File: config.mk
export PLATFORM = sky130hd
export DESIGN_NAME = pulse_responder
export DESIGN_NICKNAME = d
export VERILOG_FILES = /design/src/rtl/pulse_responder.sv
export SDC_FILE = /design/constraint.sdc
export NUM_CORES = 1
export LEC_CHECK = 0
export BUFFER_PORTS_ARGS = -buffer_cell sky130_fd_sc_hd__buf_2
export CAP_MARGIN = 15
export CORE_ASPECT_RATIO = 0.75
export CORE_UTILIZATION = 50
export CTS_BUF_LIST = sky130_fd_sc_hd__clkbuf_16
export DETAILED_ROUTE_END_ITERATION = 10
export GPL_TIMING_DRIVEN = 1
export PLACE_DENSITY = 0.73
export SLEW_MARGIN = 5
export SYNTH_ARGS = -nofsm -noshare
export SYNTH_HDL_FRONTEND = slang
export SYNTH_SLANG_ARGS = --single-unit
File: constraint.sdc
create_clock -name i_Clk -period 1.8 [get_ports i_Clk]
set_input_delay 0.09 -clock i_Clk [delete_from_list [all_inputs] [get_ports i_Clk]]
set_output_delay 0.09 -clock i_Clk [all_outputs]
set_load 0.02 [all_outputs]
File: src/rtl/pulse_responder.sv
// Far-end transponder: qualifies a receiver pulse and answers with one fixed-latency
// active-low reply. Define PULSE_RESPONDER_WIDTH_CHECK_EN to also reject over-wide pulses.
module pulse_responder #(
   parameter int MIN_WIDTH_CYC  = 2,
   parameter int MAX_WIDTH_CYC  = 10,
   parameter int TURNAROUND_CYC = 8,
   parameter int SWITCH_CYC     = 2,
   parameter int REPLY_CYC      = 4,
   parameter int HOLDOFF_CYC    = 16
) (
   input  logic        i_Clk,
   input  logic        i_Rst_L,
   input  logic        i_Enable,
   input  logic        i_ReceivedData,
   output logic        o_DataIn,
   output logic        o_EnableAmplifier,
   output logic        o_AntennaTransmitter,
   output logic        o_AntennaReceiver,
   output logic        o_EnableReceiverPower,
   output logic        o_EnableLowNoiseAmplifier,
   output logic        o_busy,
   output logic        o_reply_done,
   output logic        o_reject,
   output logic [15:0] o_reply_count
);

   typedef enum logic [2:0] {
      S_OFF, S_LISTEN, S_MEASURE, S_WAIT_TURN, S_SWITCH_TX, S_EMIT, S_SWITCH_RX, S_HOLDOFF
   } state_t;

   if (MIN_WIDTH_CYC < 1 || MIN_WIDTH_CYC > 255 ||
       MAX_WIDTH_CYC < MIN_WIDTH_CYC || MAX_WIDTH_CYC > 255) begin : g_bad_width
      $error("pulse_responder: width parameters out of range");
   end

   state_t      state_q, state_d;
   logic        rx_meta_q, rx_s_q, rx_prev_q;
   logic [7:0]  tmr_q, tmr_d;
   logic [7:0]  wid_q, wid_d;
   logic [15:0] reply_cnt_q, reply_cnt_d;
   logic        rx_rise, rx_fall, width_bad;
   logic        reject_d, done_d, tx_on_d, rx_on_d;
   logic        data_q, pa_q, ant_tx_q, ant_rx_q, rx_pwr_q, lna_q, busy_q, done_q, reject_q;

   assign rx_rise = rx_s_q & ~rx_prev_q;
   assign rx_fall = ~rx_s_q & rx_prev_q;

`ifdef PULSE_RESPONDER_WIDTH_CHECK_EN
   assign width_bad = (wid_q < 8'(MIN_WIDTH_CYC)) || (wid_q > 8'(MAX_WIDTH_CYC));
`else
   assign width_bad = (wid_q < 8'(MIN_WIDTH_CYC));
`endif

   // Timed states reload tmr to 0 on entry and leave after exactly N cycles.
   always_comb begin
      state_d     = state_q;
      tmr_d       = tmr_q + 8'd1;
      wid_d       = wid_q;
      reply_cnt_d = reply_cnt_q;
      reject_d    = 1'b0;
      done_d      = 1'b0;
      if (!i_Enable) begin
         state_d = S_OFF;
      end else begin
         case (state_q)
            S_OFF:       state_d = S_LISTEN;
            S_LISTEN:    if (rx_rise) begin
                            state_d = S_MEASURE;
                            wid_d   = 8'd1;
                         end
            S_MEASURE:   if (rx_fall) begin
                            tmr_d = 8'd0;
                            if (width_bad) begin
                               reject_d = 1'b1;
                               state_d  = S_LISTEN;
                            end else begin
                               state_d  = S_WAIT_TURN;
                            end
                         end else if (rx_s_q && wid_q != 8'hFF) begin
                            wid_d = wid_q + 8'd1;
                         end
            S_WAIT_TURN: if (tmr_q == 8'(TURNAROUND_CYC - 1)) begin
                            state_d = S_SWITCH_TX;
                            tmr_d   = 8'd0;
                         end
            S_SWITCH_TX: if (tmr_q == 8'(SWITCH_CYC - 1)) begin
                            state_d = S_EMIT;
                            tmr_d   = 8'd0;
                         end
            S_EMIT:      if (tmr_q == 8'(REPLY_CYC - 1)) begin
                            state_d     = S_SWITCH_RX;
                            tmr_d       = 8'd0;
                            done_d      = 1'b1;
                            reply_cnt_d = reply_cnt_q + 16'd1;
                         end
            S_SWITCH_RX: if (tmr_q == 8'(SWITCH_CYC - 1)) begin
                            state_d = S_HOLDOFF;
                            tmr_d   = 8'd0;
                         end
            // A still-high input at exit produces no rising edge, so LISTEN waits for it to drop.
            S_HOLDOFF:   if (tmr_q == 8'(HOLDOFF_CYC - 1)) state_d = S_LISTEN;
            default:     state_d = S_OFF;
         endcase
      end
   end

   assign tx_on_d = (state_d inside {S_SWITCH_TX, S_EMIT});
   assign rx_on_d = (state_d inside {S_LISTEN, S_MEASURE, S_WAIT_TURN, S_SWITCH_RX, S_HOLDOFF});

   always_ff @(posedge i_Clk or negedge i_Rst_L) begin
      if (!i_Rst_L) begin
         rx_meta_q   <= 1'b0;
         rx_s_q      <= 1'b0;
         rx_prev_q   <= 1'b0;
         state_q     <= S_OFF;
         tmr_q       <= 8'd0;
         wid_q       <= 8'd0;
         reply_cnt_q <= 16'd0;
         data_q      <= 1'b1;
         pa_q        <= 1'b0;
         ant_tx_q    <= 1'b0;
         ant_rx_q    <= 1'b0;
         rx_pwr_q    <= 1'b0;
         lna_q       <= 1'b0;
         busy_q      <= 1'b0;
         done_q      <= 1'b0;
         reject_q    <= 1'b0;
      end else begin
         rx_meta_q   <= i_ReceivedData;
         rx_s_q      <= rx_meta_q;
         rx_prev_q   <= rx_s_q;
         state_q     <= state_d;
         tmr_q       <= tmr_d;
         wid_q       <= wid_d;
         reply_cnt_q <= reply_cnt_d;
         data_q      <= (state_d != S_EMIT);
         pa_q        <= tx_on_d;
         ant_tx_q    <= tx_on_d;
         ant_rx_q    <= rx_on_d;
         rx_pwr_q    <= rx_on_d;
         lna_q       <= rx_on_d;
         busy_q      <= !(state_d inside {S_OFF, S_LISTEN});
         done_q      <= done_d;
         reject_q    <= reject_d;
      end
   end

   assign o_DataIn                  = data_q;
   assign o_EnableAmplifier         = pa_q;
   assign o_AntennaTransmitter      = ant_tx_q;
   assign o_AntennaReceiver         = ant_rx_q;
   assign o_EnableReceiverPower     = rx_pwr_q;
   assign o_EnableLowNoiseAmplifier = lna_q;
   assign o_busy                    = busy_q;
   assign o_reply_done              = done_q;
   assign o_reject                  = reject_q;
   assign o_reply_count             = reply_cnt_q;

endmodule
==> run_results.csv <==
group,metric,value,unit
run_status,status,"complete, but fails checks",
run_status,violations,"setup timing",
worst_setup_path,cp_slowest_cell,"or4_4",
floorplanning,coreArea,4229,um2
clocking,clkTransAtPathRegs,0.06,ns
finish,area_delta_synth_final,29.40,%
placement,hpwl,3673,um
finish,final_cell_mix,"dfrtp_1, buf_4, buf_2",
placement,io_buffers,28,
clocking,clock-root-buffer,"clkbuf_16",
pwr,vdd_drop_max,0.7773,mV
worst_setup_path,critPathMaxFanout,4,
synth,synthFlopType,"dfrtp_1",
clocking,cts_htree_levels,2,
placement,gp_congestion,0.9398,
global_route,first_global_vias,1827,
global_route,antenna_found_initial,0,
timing,drv_slew,0,
placement,placed_area,2694,um2
worst_setup_path,path_cells,"or4_4, nor4_4, nand4_1, nor2_1, xnor2_1",
synth,synth_top_family_by_area,"simple AND/OR/NAND/NOR gates",
timing,finalHoldViolCount,0,
synth,synthMuxAreaShare,0.9799,%
clocking,cts_buffers,5,
finish,layout-drive-gt1-share,34.47,%
detailed_routing,antenna_left,0,
synth,synthesis.nets,237,
worst_setup_path,critical_path_class,"reg -> reg",
worst_setup_path,crit_start,"tmr_q[5]",
worst_setup_path,end_kind,"register",
global_route,grt_max_degree,18,
floorplanning,die-width,80.29,um
synth,synth_simple_gate_area_share,23.68,%
worst_hold_path,hold_class,"in -> reg",
detailed_routing,post-route-drc-count,0,
timing,period_share,108.2,%
global_route,grt_usage,24.86,%
worst_setup_path,crit_arrival,2.14,ns
worst_setup_path,crit_required,1.99,ns
synth,synth-async-reset-ratio,100.0,%
global_route,grt_pass1_wl,8921,um
job,drv_cap,0,
synth,synth_cell_type_count,50,
clocking,cts_buffer_depth,2,
detailed_routing,drt_pass1_iterations,4,
detailed_routing,vias,1953,
clocking,cts_sinks,44,
worst_setup_path,cp_top_family,"simple AND/OR/NAND/NOR gates",
finish,stdcell_count,348,
finish,layout_commonest_cell,"dfrtp_1",
synth,yosysWarnings,0,
timing,setup_violations,18,
detailed_routing,viasPerCell,5.612,
timing,finalCriticalPeriod,1.947,ns
timing,skew,0.002698,ns
synth,synth-edff-count,0,
pwr,p_leak,1.384,nW
synth,synthAdderAreaFrac,2.177,%
synth,synthXorXnorAreaFrac,9.526,%
worst_hold_path,hold_start,"i_Enable",
worst_setup_path,path_buf_inv,0,
placement,place_ws,-0.1156,ns
detailed_routing,drtIter0Drc,93,
timing,relSlewSlack,68.73,%
timing,timing.fmax,513.6,MHz
floorplanning,num_io_pins,29,
timing,rsz0062_at_grt,"true",
global_route,grt-ovfl-total,0,
worst_setup_path,crit_path_start_kind,"register",
synth,netlist_instances,229,
worst_setup_path,reg2reg_from,"tmr_q[5]",
placement,numPlacedInstances,334,
floorplanning,rows,20,
floorplanning,start_util,54.35,%
detailed_routing,avgRoutedWirePerCell,15.03,um
detailed_routing,drt-total-wl,5229,um
synth,syn_avg_cell_area,10.04,um2
clocking,worstSkewPairLatency,0.28,ns
synth,syn-cell-area,2298,um2
finish,nNetsFinal,301,
synth,yosysSeqAreaShare,47.96,%
clocking,cts_tree,"done",
finish,design_area,2974,um2
synth,ys_ff_latch,44,
floorplanning,dieArea,4875,um2
floorplanning,die_h,60.72,um
timing,worst_pin_slew,0.4647,ns
pwr,power_density,919.2,nW/um2
synth,synth_compound_area_share,11.21,%
timing,setup_slack,-0.1470,ns
finish,diodes,0,
worst_setup_path,cpPeakStageDelay,0.58,ns
cell usage after synthesis (all sizes together), types with 3 or more instances:
cell / number / area (um2)
ha: 4 / 50.05
a21oi: 10 / 50.05
nand2: 15 / 56.30
and3: 4 / 25.02
inv: 15 / 56.30
buf: 5 / 31.27
dfrtp: 43 / 1076
or4: 4 / 33.78
nor2b: 3 / 18.77
nor3: 7 / 45.04
clkbuf: 4 / 15.01
nor4: 7 / 86.33
o21ai: 4 / 23.77
xnor2: 19 / 166.4
xor2: 6 / 52.55
a31oi: 3 / 18.77
nand4: 8 / 65.06
nand3: 15 / 75.07
nor2: 23 / 86.33
final timing paths:
check	endpoint	slack [ns]	depth (start not counted)
min in group asynchronous	o_reply_count[0]	0.28	2
worst min-delay path	tmr_q[2]	0.17	2
worst max register to register	o_reply_count[14]	-0.15	5
worst min register to register	rx_s_q	0.35	0
max in group asynchronous	tmr_q[2]	0.96	3
worst max-delay path	o_reply_count[14]	-0.15	5
worst register-to-register path, stage by stage, from the launching register on:
cell and delay [ns]:
dfrtp_1 0.37, or4_4 0.58, nor4_4 0.41, nand4_1 0.20, nor2_1 0.16, xnor2_1 0.15
power breakdown:
part / total [mW] / internal, mW / leakage, nW / switching (mW)
registers: 1.17 / 1.08 / 0.564 / 0.0957
clock network: 0.841 / 0.498 / 0.0709 / 0.343
logic: 0.718 / 0.353 / 0.749 / 0.365
layout make-up:
cell class,count,area [um2]
multi-input cells,161,1182
clock inverters,2,8.758
flip-flops and latches,44,1102
repair buffers,66,430.4
clock buffers,5,125.1
well taps,55,68.82
inverters,15,56.30
fillers,329,1255
kinds of logic after synthesis:
family,after synthesis
and+or+nand+nor,94
DFF,44
AOI/OAI and AO/OA,36
xor gates and xnor gates,25
buffers and inverters,24
adders and majority gates,4
muxes,2
per-stage QoR:
step                TNS, ns  power (mW)  hold slack [ns]  utilization [%]
detailed placement   -1.079       1.811          0.03598            63.70
global placement    -0.3524       1.795          0.02356            63.70
finish               -1.386       2.734           0.1745            70.33
global route         -2.831       2.874           0.1896            70.33
floorplan                 0       1.550          -0.2056                -
CTS                 -0.5006       2.700           0.1640            68.31
what timing repair did:
item                                    4_1_cts  5_1_grt
hold buffers                                  2        0
gates cloned                                  0        0
endpoints found under the hold margin        15        0
buffers inserted                              2        3
resized for setup                             6       13
endpoints found under the setup margin       22       29
pin swaps                                     5       23
flip-flops by register name, summed over array words and instances, names as in the netlist:
register / flops
o_reply_count: 16
tmr_q: 8
wid_q: 8
state_q: 3
o_AntennaTransmitter: 1
o_DataIn: 1
o_EnableLowNoiseAmplifier: 1
o_busy: 1
o_reject: 1
o_reply_done: 1
rx_meta_q: 1
rx_prev_q: 1
rx_s_q: 1
layer usage:
metal	GRT usage (%)	wire length [um]	vias up
met2	41.03	2443	64
met5	0	0	-
met4	7.398	54	0
met1	33.53	2423	937
met3	5.414	308	9
li1	-	-	943
(Power assumes the default switching activity.)
